$ cat config.mk
export PLATFORM = sky130hd
export DESIGN_NAME = axil2emif
export DESIGN_NICKNAME = d
export VERILOG_FILES = /design/src/rtl/axil2emif.sv
export SDC_FILE = /design/constraint.sdc
export NUM_CORES = 1
export LEC_CHECK = 0
export CAP_MARGIN = 20
export CELL_PAD_IN_SITES_DETAIL_PLACEMENT = 1
export CELL_PAD_IN_SITES_GLOBAL_PLACEMENT = 1
export CORE_MARGIN = 1
export CORE_UTILIZATION = 28
export CTS_CLUSTER_DIAMETER = 150
export DETAILED_ROUTE_END_ITERATION = 7
export PLACE_DENSITY = 0.86
export SYNTH_ARGS = -nofsm -noshare
export SYNTH_HDL_FRONTEND = slang
export SYNTH_SLANG_ARGS = --single-unit
$ cat constraint.sdc
create_clock -name eclk -period 2.3 [get_ports eclk]
set_input_delay 0.345 -clock eclk [delete_from_list [all_inputs] [get_ports eclk]]
set_output_delay 0.345 -clock eclk [all_outputs]
set_load 0.005 [all_outputs]
$ cat src/rtl/axil2emif.sv
// AXI-Lite slave to asynchronous EMIF bridge: one outstanding access, programmable setup/strobe timing.
// Define AXIL2EMIF_ARDY_EN to stretch the strobe while emif_ardy is low.
module axil2emif #(
  parameter logic [31:0] AXIL_ADDR_BASE  = 32'h0000_0000,
  parameter int unsigned AXIL_ADDR_WIDTH = 16,
  parameter logic [23:0] EMIF_ADDR_BASE  = 24'h00_0000,
  parameter int unsigned SETUP_CYC       = 2,
  parameter int unsigned STROBE_CYC      = 3
) (
  input  logic        eclk,
  input  logic        rst,
  input  logic        s_axil_awvalid,
  output logic        s_axil_awready,
  input  logic [31:0] s_axil_awaddr,
  input  logic        s_axil_wvalid,
  output logic        s_axil_wready,
  input  logic [31:0] s_axil_wdata,
  output logic        s_axil_bvalid,
  input  logic        s_axil_bready,
  output logic [1:0]  s_axil_bresp,
  input  logic        s_axil_arvalid,
  output logic        s_axil_arready,
  input  logic [31:0] s_axil_araddr,
  output logic        s_axil_rvalid,
  input  logic        s_axil_rready,
  output logic [31:0] s_axil_rdata,
  output logic [1:0]  s_axil_rresp,
  output logic        nce,
  output logic        noe,
  output logic        nwe,
  output logic [23:0] emif_addr,
  output logic [31:0] emif_data_o,
  input  logic [31:0] emif_data_i,
  output logic        emif_data_oe,
  input  logic        emif_ardy
);

  localparam int unsigned CNT_W       = 4;
  localparam logic [1:0]  RESP_OKAY   = 2'b00;
  localparam logic [1:0]  RESP_DECERR = 2'b11;

  if (AXIL_ADDR_WIDTH < 3 || AXIL_ADDR_WIDTH > 25) begin : g_bad_aw
    $error("axil2emif: AXIL_ADDR_WIDTH must be in 3..25");
  end
  if (SETUP_CYC < 1 || SETUP_CYC > 15) begin : g_bad_setup
    $error("axil2emif: SETUP_CYC must be in 1..15");
  end
  if (STROBE_CYC < 1 || STROBE_CYC > 15) begin : g_bad_strobe
    $error("axil2emif: STROBE_CYC must be in 1..15");
  end

  typedef enum logic [2:0] {
    S_IDLE,
    S_SETUP,
    S_STROBE,
    S_HOLD,
    S_RESP
  } state_t;

  state_t             state_q;
  logic [CNT_W-1:0]   cnt_q;
  logic               wr_q;
  logic               prefer_wr_q;
  logic               awready_q;
  logic               wready_q;
  logic               arready_q;
  logic               bvalid_q;
  logic               rvalid_q;
  logic [1:0]         bresp_q;
  logic [1:0]         rresp_q;
  logic [31:0]        rdata_q;
  logic               nce_q;
  logic               noe_q;
  logic               nwe_q;
  logic [23:0]        emif_addr_q;
  logic [31:0]        emif_data_q;
  logic               emif_oe_q;

  logic        wr_elig_c;
  logic        rd_elig_c;
  logic        pick_wr_c;
  logic        accept_c;
  logic [31:0] acc_addr_c;
  logic [31:0] off_c;
  logic        in_win_c;
  logic [23:0] word_c;
  logic        strobe_done_c;

  // Arbitration: the round-robin flag breaks ties only when both types are eligible.
  assign wr_elig_c = s_axil_awvalid & s_axil_wvalid;
  assign rd_elig_c = s_axil_arvalid;
  assign pick_wr_c = wr_elig_c & (~rd_elig_c | prefer_wr_q);

  // A ready registered high in IDLE marks the handshake cycle.
  assign accept_c   = awready_q | arready_q;
  assign acc_addr_c = wr_q ? s_axil_awaddr : s_axil_araddr;
  assign off_c      = acc_addr_c - AXIL_ADDR_BASE;
  assign in_win_c   = {1'b0, off_c} < (33'd1 << AXIL_ADDR_WIDTH);
  assign word_c     = EMIF_ADDR_BASE + 24'(off_c >> 2);

`ifdef AXIL2EMIF_ARDY_EN
  assign strobe_done_c = (cnt_q == '0) & emif_ardy;
`else
  logic unused_ardy;
  assign unused_ardy   = emif_ardy;
  assign strobe_done_c = (cnt_q == '0);
`endif

  always_ff @(posedge eclk) begin
    if (rst) begin
      state_q     <= S_IDLE;
      cnt_q       <= '0;
      wr_q        <= 1'b0;
      prefer_wr_q <= 1'b1;
      awready_q   <= 1'b0;
      wready_q    <= 1'b0;
      arready_q   <= 1'b0;
      bvalid_q    <= 1'b0;
      rvalid_q    <= 1'b0;
      bresp_q     <= RESP_OKAY;
      rresp_q     <= RESP_OKAY;
      rdata_q     <= '0;
      nce_q       <= 1'b1;
      noe_q       <= 1'b1;
      nwe_q       <= 1'b1;
      emif_addr_q <= '0;
      emif_data_q <= '0;
      emif_oe_q   <= 1'b0;
    end else begin
      case (state_q)
        S_IDLE: begin
          if (accept_c) begin
            awready_q <= 1'b0;
            wready_q  <= 1'b0;
            arready_q <= 1'b0;
            if (in_win_c) begin
              state_q     <= S_SETUP;
              cnt_q       <= CNT_W'(SETUP_CYC - 1);
              nce_q       <= 1'b0;
              emif_addr_q <= word_c;
              emif_oe_q   <= wr_q;
              if (wr_q) begin
                emif_data_q <= s_axil_wdata;
              end
            end else begin
              // Out-of-window: answer immediately, no bus cycle.
              state_q  <= S_RESP;
              bvalid_q <= wr_q;
              rvalid_q <= ~wr_q;
              if (wr_q) begin
                bresp_q <= RESP_DECERR;
              end else begin
                rresp_q <= RESP_DECERR;
                rdata_q <= '0;
              end
            end
          end else if (wr_elig_c | rd_elig_c) begin
            wr_q        <= pick_wr_c;
            prefer_wr_q <= ~pick_wr_c;
            awready_q   <= pick_wr_c;
            wready_q    <= pick_wr_c;
            arready_q   <= ~pick_wr_c;
          end
        end

        S_SETUP: begin
          if (cnt_q == '0) begin
            state_q <= S_STROBE;
            cnt_q   <= CNT_W'(STROBE_CYC - 1);
            noe_q   <= wr_q;
            nwe_q   <= ~wr_q;
          end else begin
            cnt_q <= cnt_q - CNT_W'(1);
          end
        end

        S_STROBE: begin
          if (strobe_done_c) begin
            state_q <= S_HOLD;
            noe_q   <= 1'b1;
            nwe_q   <= 1'b1;
            if (!wr_q) begin
              rdata_q <= emif_data_i;
            end
          end else if (cnt_q != '0) begin
            cnt_q <= cnt_q - CNT_W'(1);
          end
        end

        S_HOLD: begin
          state_q   <= S_RESP;
          nce_q     <= 1'b1;
          emif_oe_q <= 1'b0;
          bvalid_q  <= wr_q;
          rvalid_q  <= ~wr_q;
          if (wr_q) begin
            bresp_q <= RESP_OKAY;
          end else begin
            rresp_q <= RESP_OKAY;
          end
        end

        S_RESP: begin
          if ((bvalid_q & s_axil_bready) | (rvalid_q & s_axil_rready)) begin
            bvalid_q <= 1'b0;
            rvalid_q <= 1'b0;
            state_q  <= S_IDLE;
          end
        end

        default: begin
          state_q <= S_IDLE;
        end
      endcase
    end
  end

  assign s_axil_awready = awready_q;
  assign s_axil_wready  = wready_q;
  assign s_axil_arready = arready_q;
  assign s_axil_bvalid  = bvalid_q;
  assign s_axil_bresp   = bresp_q;
  assign s_axil_rvalid  = rvalid_q;
  assign s_axil_rresp   = rresp_q;
  assign s_axil_rdata   = rdata_q;
  assign nce            = nce_q;
  assign noe            = noe_q;
  assign nwe            = nwe_q;
  assign emif_addr      = emif_addr_q;
  assign emif_data_o    = emif_data_q;
  assign emif_data_oe   = emif_oe_q;

endmodule

==> flow_metrics.env, run 1 <==
export IMPL_outcome="finished clean"
export IMPL_hold_class="in2reg"
export IMPL_cts_tree="done"
export IMPL_drv_slew=0
export IMPL_tightestPinTransition_ns=0.4890
export IMPL_synth_cell_types=48
export IMPL_dp_hpwl_um=11320
export IMPL_grt_max_degree=38
export IMPL_syn_area_mm2=0.004589
export IMPL_drive_above_1_share=0.06426
export IMPL_design_core_area_mm2=0.01594
export IMPL_ys_flop_type="dfxtp_1"
export IMPL_endpoint_kind="flip-flop"
export IMPL_ant_nets=0
export IMPL_fmax_ghz=0.4983
export IMPL_antenna_found_initial=0
export IMPL_finalWorstSetupSlack_ns=0.2933
export IMPL_clockBufferDepth=2
export IMPL_insertion_delay_ns=0.35
export IMPL_syn_nets=655
export IMPL_drv_cap=0
export IMPL_dp_slack_ns=-0.03368
export IMPL_r2r_setup_slack_ns=0.29
export IMPL_clock_sinks=107
export IMPL_wl_per_cell_um=15.63
export IMPL_die_area_mm2=0.01691
export IMPL_cts_buffers=9
export IMPL_port_buffers=231
export IMPL_grt_overflow=0
export IMPL_timing_final_crit_share=0.8725
export IMPL_grt_usage=0.1801
export IMPL_async_reset_ff_frac=0
export IMPL_ir_worst_vdd_mv=0.3891
export IMPL_critPathLaunchType="flip-flop"
export IMPL_grt_pass1_wl_um=23720
export IMPL_crit_arrival_ns=2.28
export IMPL_cts_hold_fix_buffers=0
export IMPL_cts_setup_buffers=0
export IMPL_die_w_um=130.0
export IMPL_clk_pin_slew_ns=0.08
export IMPL_ys_warn_count=0
export IMPL_setup_viol=0
export IMPL_synth_seq_cells=107
export IMPL_via_per_inst=4.658
export IMPL_path_max_fanout=16
export IMPL_final_setup_tns_ns=0
export IMPL_syn_inst=517
export IMPL_max_slew_margin_rel=0.6740
export IMPL_seq_area_frac_synth=0.4667
export IMPL_powerDensity_mw_per_mm2=591.4
export IMPL_finalPower_mw=4.415
export IMPL_finalWirelength_um=15060
export IMPL_post_cts_resized=0
export IMPL_reg2reg_depth=6
export IMPL_gp_congestion=0.7638
export IMPL_syn2layout_area_growth_pct=62.68
export IMPL_reg2reg_from="state_q[0]"
export IMPL_cts_root_buf="clkbuf_16"
export IMPL_htree_num_levels=3
export IMPL_rsz0062_at_grt="no"
export IMPL_drt_initial_drc_count=174
export IMPL_hold_end="emif_data_o[15]"
export IMPL_hold_viol_final=0
export IMPL_min_from="rst"
export IMPL_nets=880
export IMPL_num_vias=4486
export IMPL_drtPass1Iterations=7
export IMPL_start_util=0.2879
export IMPL_dieHeight_um=130.0
export IMPL_synth_edff_count=0
export IMPL_rr_endpoint="s_axil_rdata[24]"
export IMPL_n_antenna_cell=0
export IMPL_skew_ns=0.01186
export IMPL_required_ns=2.58
export IMPL_grt_pass1_vias=4683
export IMPL_power_leakage_nw=2.673
export IMPL_pin_count=237
export IMPL_stdcell_area_mm2=0.007466
export IMPL_hold_depth=2
export IMPL_avgSynthCellArea_um2=8.877
export IMPL_rows=46
export IMPL_crit_type="reg2reg"
export IMPL_drcViolationCount=0
export IMPL_placed_area_mm2=0.007166
export IMPL_period_minus_slack_ns=2.007
==> layer usage <==
layer	wire, um	global-route usage
met1	6271	0.2049
met2	7543	0.3157
met3	799	0.04551
met4	442	0.08276
met5	0	0
==> layout make-up <==
class                      instances  area (um^2)
multi-input combinational        365         2215
sequential                       107         2142
timing repair buffer             254         2520
clock buffer                       9        225.2
inverter                           5        18.77
clock inverter                     7        75.07
fill                            1847         8477
tap                              216        270.3
==> Yosys cell counts, drive strengths merged (2+ instances only) <==
library cell  instances  share of area
mux2i                48           0.10
nor2                 12          0.013
o31ai                 2         0.0033
a21oi                58          0.063
buf                  19          0.031
nor3                  7          0.010
or3                   2         0.0027
o22ai                 3         0.0041
a211oi               15          0.025
nand3b                2         0.0033
or4                   2         0.0033
o21ai                11          0.012
nand3                 4         0.0044
nand2               108          0.088
nor2b                 5         0.0068
nor4                  9          0.012
a31oi                 4         0.0055
and4                  2         0.0038
dfxtp               107           0.47
clkbuf               21          0.017
nand2b               39          0.053
nor4b                 2         0.0052
and2                 11          0.015
inv                   5         0.0041
ha                    2         0.0055
mux2                  2         0.0049
==> metrics by stage <==
step           std cells  utilization  hold slack [ns]
2_1_floorplan        517            -           0.4527
3_3_place_gp         947       0.4495           0.4413
3_5_place_dp         947       0.4495           0.4459
4_1_cts              963       0.4683           0.4162
5_1_grt              963       0.4683           0.4417
6_report             963       0.4683           0.4281
==> state kept, by name, summed over array words and instances, names as in the netlist, 3 cells and up <==
register / cells
emif_data_o: 32
s_axil_rdata: 32
emif_addr: 24
cnt_q: 4
state_q: 3
==> where the power goes <==
| group | internal, mW | leakage, nW | switching, mW |
|---|---|---|---|
| clock | 0.855 | 0.151 | 0.735 |
| sequential | 1.88 | 0.863 | 0.0408 |
| combinational | 0.507 | 1.66 | 0.396 |
| total | 3.24 | 2.67 | 1.17 |
==> critical path, cell delays in order (launching register included) <==
cell	delay [ns]
dfxtp_1	0.37
or3_1	0.58
nor3_4	0.25
nor2_1	0.13
nand4_4	0.18
buf_12	0.19
mux2i_1	0.22
==> cells in the final DEF (no fill, tap or decap), types with 5 or more instances in the layout <==
master	synthesis	final
nand2_1	108	108
nand2b_1	39	39
buf_4	5	21
nor4_1	9	9
nor3_1	6	6
nor2_1	11	11
dfxtp_1	107	107
a211oi_1	15	15
clkdlybuf4s50_1	0	230
o21ai_0	11	11
inv_1	5	5
a21oi_1	58	58
nor2b_1	5	5
and2_1	10	10
clkbuf_16	0	9
mux2i_1	48	48
==> worst max-delay path by stage <==
stage | start | end
after floorplan | cnt_q[0] | cnt_q[2]
after global placement | s_axil_araddr[31] | cnt_q[1]
after global routing | cnt_q[0] | cnt_q[2]
final | state_q[0] | s_axil_rdata[24]
after CTS | state_q[0] | s_axil_rdata[24]
after detailed placement | s_axil_araddr[31] | cnt_q[0]
==> kinds of logic after synthesis <==
kind of cell / count (synthesis) / synth area share
and+or+nand+nor: 211 / 0.2347
adders and majority gates: 2 / 0.005452
buffers and inverters: 45 / 0.05262
DFF: 107 / 0.4667
AOI/OAI and AO/OA: 102 / 0.1309
muxes: 50 / 0.1096
No activity file was read; power rests on OpenSTA's default activity.
==> inputs of run 2 (changes only) <==
--- a/config.mk
+++ b/config.mk
@@ -5,11 +5,11 @@
 export SDC_FILE = /design/constraint.sdc
 export NUM_CORES = 1
 export LEC_CHECK = 0
+export ABC_AREA = 1
 export CAP_MARGIN = 20
 export CELL_PAD_IN_SITES_DETAIL_PLACEMENT = 1
 export CELL_PAD_IN_SITES_GLOBAL_PLACEMENT = 1
-export CORE_MARGIN = 1
-export CORE_UTILIZATION = 28
+export CORE_UTILIZATION = 27
 export CTS_CLUSTER_DIAMETER = 150
 export DETAILED_ROUTE_END_ITERATION = 7
 export PLACE_DENSITY = 0.86
==> run 2 against run 1 <==
Global-route usage fell by 1.3 points. Sequential power rose by 19%. Critical path type unchanged. Critical path depth rose by 6. Critical endpoint is now emif_data_o[12]. Cell area rose by 1.9%. Largest power group unchanged. Sequential share of layout area fell by 0.53 points.
==> flow_metrics.env, run 2 <==
export IMPL_worst_hold_slack_ns=0.4424
export IMPL_path_max_fanout=32
export IMPL_grt_max_degree=53
export IMPL_syn_nets=822
export IMPL_ir_worst_vdd_mv=0.5224
export IMPL_synth_seq_cells=107
export IMPL_outcome="finished clean"
export IMPL_hold_class="reg2reg"
export IMPL_insertion_delay_ns=0.35
export IMPL_cts_tree="done"
export IMPL_multiInputGateArea_mm2=0.002267
export IMPL_pin_count=237
export IMPL_n_antenna_cell=0
export IMPL_hold_viol_final=0
export IMPL_grt_usage=0.1672
export IMPL_nets=1037
export IMPL_setup_viol=0
export IMPL_crit_type="reg2reg"
export IMPL_syn_area_mm2=0.004805
export IMPL_num_vias=5104
export IMPL_htree_num_levels=3
export IMPL_synth_edff_count=0
export IMPL_drcViolationCount=0
export IMPL_synth_most_common_cell="nand2_1"
export IMPL_drv_cap=0
export IMPL_seq_area_frac_synth=0.4458
export IMPL_regArea_mm2=0.002143
export IMPL_required_ns=2.51
export IMPL_slowest_delay_ns=0.43
export IMPL_post_cts_resized=0
export IMPL_grt_pass1_vias=5006
export IMPL_max_slew_margin_rel=0.6235
export IMPL_layout_commonest_cell="nand2_1"
export IMPL_async_reset_ff_frac=0
export IMPL_final_setup_tns_ns=0
export IMPL_timing_final_crit_share=0.8739
export IMPL_met3_length_um=1350
export IMPL_ys_flop_type="dfxtp_1"
export IMPL_ys_top_cells_by_count="nand2_1 (238), dfxtp_1 (107), nor2_1 (97)"
export IMPL_crit_arrival_ns=2.22
export IMPL_wl_per_cell_um=13.62
export IMPL_reg2reg_from="wr_q"
export IMPL_route_met2_wl_um=7362
export IMPL_cts_hold_fix_buffers=0
export IMPL_grt_pass1_wl_um=24170
export IMPL_drive_above_1_share=0.06312
export IMPL_drtPass1Iterations=4
export IMPL_clock_sinks=107
export IMPL_tightestPinTransition_ns=0.5647
export IMPL_ys_top_cells_by_area="dfxtp_1 (45%), nand2_1 (19%), nor2_1 (7.6%)"
export IMPL_fmax_ghz=0.4975
export IMPL_finalPower_mw=5.988
export IMPL_dieHeight_um=135.4
export IMPL_path_common_cell="nand2_1"
export IMPL_period_minus_slack_ns=2.010
export IMPL_grt_overflow=0
export IMPL_syn2layout_area_growth_pct=58.39
export IMPL_powerDensity_mw_per_mm2=786.9
export IMPL_cts_buffers=9
export IMPL_gp_congestion=0.7828
export IMPL_ys_warn_count=0
export IMPL_clockBufferDepth=2
export IMPL_layout_common_cells="nand2_1 (238), clkdlybuf4s50_1 (230), dfxtp_1 (106)"
export IMPL_cp_cell_sequence="inv_2, nand2_1, nand2_1, nor2_1, nand2_1, nor2_2, nand2_1, inv_2, nand3_2, buf_4, nand2_1, a21oi_1"
export IMPL_yosys_area_top_type_share=0.4458
export IMPL_stdcell_area_mm2=0.007610
export IMPL_rsz0062_at_grt="no"
export IMPL_clk_pin_slew_ns=0.07
export IMPL_rows=48
export IMPL_yosys_area_top_type="dfxtp_1"
export IMPL_drt_initial_drc_count=144
export IMPL_port_buffers=231
export IMPL_critPathLaunchType="flip-flop"
export IMPL_wl_met1_um=6496
export IMPL_power_leakage_nw=2.913
export IMPL_avgSynthCellArea_um2=7.024
export IMPL_ant_nets=0
export IMPL_cts_root_buf="clkbuf_16"
export IMPL_start_util=0.2768
export IMPL_drv_slew=0
export IMPL_endpoint_kind="flip-flop"
export IMPL_crit_slowest_cell="dfxtp_2"
export IMPL_via_per_inst=4.525
export IMPL_cts_setup_buffers=0
export IMPL_cp_startpoint="wr_q"
export IMPL_design_core_area_mm2=0.01736
export IMPL_highest_layer="met4"
export IMPL_dp_hpwl_um=11380
export IMPL_synth_cell_types=25
export IMPL_finalWirelength_um=15370
export IMPL_placed_area_mm2=0.007327
export IMPL_nFillCells=2154
export IMPL_die_w_um=135.4
export IMPL_die_area_mm2=0.01833
export IMPL_skew_ns=0.007301
export IMPL_syn_inst=684
export IMPL_antenna_found_initial=0
export IMPL_min_from="emif_addr[1]"
==> run 2: cell types whose count changed after synthesis, sizes merged, moves of 9 or more <==
| cell | change |
|---|---|
| inv | +38 |
| nand2 | +131 |
| and2 | -11 |
| nor3b | +9 |
| nand4 | +36 |
| a211oi | -15 |
| nor2 | +87 |
| nand3 | +14 |
| mux2i | -34 |
| nand2b | -39 |
| nor4 | -9 |
==> run 2: kinds of logic after synthesis <==
kind of cell,synth area share
AOI/OAI and AO/OA,0.07969
xor gates and xnor gates,0.001823
adders and majority gates,0.005208
buffers and inverters,0.08385
DFF,0.4458
muxes,0.02917
and+or+nand+nor,0.3544
==> run 2: layout make-up <==
class / count / share of cell area
tap: 225 / 0.03699
inverter: 43 / 0.02121
multi-input combinational: 491 / 0.2979
clock buffer: 11 / 0.03321
sequential: 107 / 0.2817
clock inverter: 4 / 0.003453
timing repair buffer: 247 / 0.3256
==> run 2: worst max-delay path: cells and delay by family (launching register included) <==
family / cells / cell delay [ns]
AOI/OAI and AO/OA: 1 / 0.07
buffers and inverters: 3 / 0.57
and+or+nand+nor: 8 / 0.81
DFF: 1 / 0.43
==> run 2: layer usage <==
layer	global-route usage	vias to the layer above
met5	0	-
met4	0.03870	0
met3	0.07033	12
met2	0.2909	151
met1	0.1883	2340
li1	-	2601
==> run 2: metrics by stage <==
step	std cells	setup slack, ns	utilization
finish	1128	0.2901	0.4384
CTS	1128	0.01816	0.4382
detailed placement	1113	0.02133	0.4221
floorplan	684	0.7126	-
global placement	1113	0.1053	0.4221
global route	1128	0.05382	0.4384
==> run 2: path summary, 6_finish.rpt <==
kind | cells past startpoint | slack [ns] | endpoint
min | 2 | 0.44 | emif_addr[1]
max | 12 | 0.29 | emif_data_o[12]
min reg2reg | 2 | 0.44 | emif_addr[1]
max reg2reg | 12 | 0.29 | emif_data_o[12]
==> run 2: power breakdown <==
part           switching (mW)  internal [mW]  total (mW)  leakage [nW]
clock                   0.702          0.787        1.49         0.137
combinational            1.11           1.10        2.21          1.91
sequential              0.155           2.13        2.29         0.869
==> inputs of run 3 (changes only) <==
--- a/config.mk
+++ b/config.mk
@@ -5,11 +5,11 @@
 export SDC_FILE = /design/constraint.sdc
 export NUM_CORES = 1
 export LEC_CHECK = 0
-export ABC_AREA = 1
+export ABC_AREA = 0
 export CAP_MARGIN = 20
-export CELL_PAD_IN_SITES_DETAIL_PLACEMENT = 1
+export CELL_PAD_IN_SITES_DETAIL_PLACEMENT = 0
 export CELL_PAD_IN_SITES_GLOBAL_PLACEMENT = 1
-export CORE_UTILIZATION = 27
+export CORE_UTILIZATION = 28
 export CTS_CLUSTER_DIAMETER = 150
 export DETAILED_ROUTE_END_ITERATION = 7
 export PLACE_DENSITY = 0.86
==> run 3 against run 2 <==
Sequential share of layout area is 0.51 points higher. Sequential power is 16% lower. Maximum frequency is 0.17% higher. Largest cell class unchanged. Largest power group unchanged.
==> flow_metrics.env, run 3 (synthesis gave the netlist of run 1 again) <==
export IMPL_outcome="finished clean"
export IMPL_grt_pass1_vias=4220
export IMPL_pin_count=237
export IMPL_grt_pass1_wl_um=21310
export IMPL_final_setup_tns_ns=0
export IMPL_critPathLaunchType="input port"
export IMPL_design_core_area_mm2=0.01594
export IMPL_skew_ns=0.006870
export IMPL_drv_slew=0
export IMPL_layout_common_cells="clkdlybuf4s50_1 (230), nand2_1 (108), dfxtp_1 (107)"
export IMPL_drtPass1Iterations=3
export IMPL_n_antenna_cell=0
export IMPL_cts_setup_buffers=0
export IMPL_ant_nets=0
export IMPL_gp_congestion=0.7638
export IMPL_clk_pin_slew_ns=0.07
export IMPL_clockBufferDepth=2
export IMPL_syn2layout_area_growth_pct=62.79
export IMPL_die_w_um=130.0
export IMPL_grt_usage=0.1608
export IMPL_cts_buffers=9
export IMPL_rows=46
export IMPL_hold_class="in2reg"
export IMPL_rsz0062_at_grt="no"
export IMPL_finalWirelength_um=13590
export IMPL_nets=880
export IMPL_num_vias=4295
export IMPL_ir_worst_vdd_mv=0.4485
export IMPL_cts_hold_fix_buffers=0
export IMPL_port_buffers=231
export IMPL_finalWorstSetupSlack_ns=0.2935
export IMPL_wl_per_cell_um=14.12
export IMPL_endpoint_kind="flip-flop"
export IMPL_period_minus_slack_ns=2.007
export IMPL_layout_commonest_cell="clkdlybuf4s50_1"
export IMPL_die_area_mm2=0.01691
export IMPL_power_leakage_nw=2.675
export IMPL_clock_sinks=107
export IMPL_powerDensity_mw_per_mm2=590.2
export IMPL_path_max_fanout=4
export IMPL_cts_root_buf="clkbuf_16"
export IMPL_grt_max_degree=38
export IMPL_hold_viol_final=0
export IMPL_drcViolationCount=0
export IMPL_finalPower_mw=4.410
export IMPL_dp_slack_ns=-0.01674
export IMPL_drt_initial_drc_count=174
export IMPL_required_ns=2.55
export IMPL_tightestPinTransition_ns=0.5096
export IMPL_antenna_found_initial=0
export IMPL_fmax_ghz=0.4984
export IMPL_timing_final_crit_share=0.8724
export IMPL_grt_overflow=0
export IMPL_post_cts_resized=0
export IMPL_max_slew_margin_rel=0.6590
export IMPL_dp_hpwl_um=9799
export IMPL_hold_depth=2
export IMPL_via_per_inst=4.460
export IMPL_setup_viol=0
export IMPL_htree_num_levels=3
export IMPL_crit_arrival_ns=2.26
export IMPL_cts_tree="done"
export IMPL_drv_cap=0
export IMPL_reg2reg_depth=7
export IMPL_final_util=0.4686
export IMPL_dieHeight_um=130.0
export IMPL_start_util=0.2879
export IMPL_drive_above_1_share=0.06292
export IMPL_insertion_delay_ns=0.35
export IMPL_crit_type="in2reg"
export IMPL_worst_hold_slack_ns=0.4291
-- run 3: critical path, stage by stage --
cell,delay (ns)
clkdlybuf4s50_1,0.44
nor4_1,0.37
and4_1,0.32
o22ai_1,0.17
or4_1,0.52
o31ai_1,0.08
-- run 3: layer usage --
layer,up-vias,share of wire,GRT usage,wire length (um)
li1,2218,-,-,-
met1,1964,0.46,0.2059,6316
met2,97,0.47,0.2597,6341
met3,16,0.048,0.03731,658
met4,0,0.020,0.06635,277
met5,-,0,0,0
-- run 3: worst paths after layout --
| kind | start | endpoint | slack (ns) |
|---|---|---|---|
| setup / recovery | s_axil_araddr[31] | cnt_q[1] | 0.29 |
| hold / removal | rst | emif_data_o[13] | 0.43 |
| setup reg to reg | cnt_q[0] | cnt_q[2] | 0.32 |
| hold reg to reg | emif_data_o[27] | emif_data_o[27] | 0.45 |
-- run 3: stage by stage --
step           instance area [um^2]  std cells
6_report                       7471        963
3_5_place_dp                   7166        947
2_1_floorplan                  4589        517
5_1_grt                        7471        963
4_1_cts                        7471        963
3_3_place_gp                   7166        947
-- run 3: final cells by class --
type	instances	area, um^2
Multi-Input combinational cell	365	2215
Timing Repair Buffer	254	2520
Fill cell	1586	8472
Clock buffer	12	256.5
Sequential cell	107	2142
Inverter	5	18.77
Clock inverter	4	48.80
Tap cell	216	270.3
-- run 3: report_power, final --
group	switching [mW]	internal [mW]	leakage [nW]
clock	0.694	0.904	0.153
combinational	0.386	0.506	1.66
sequential	0.0379	1.88	0.863
total	1.12	3.29	2.67
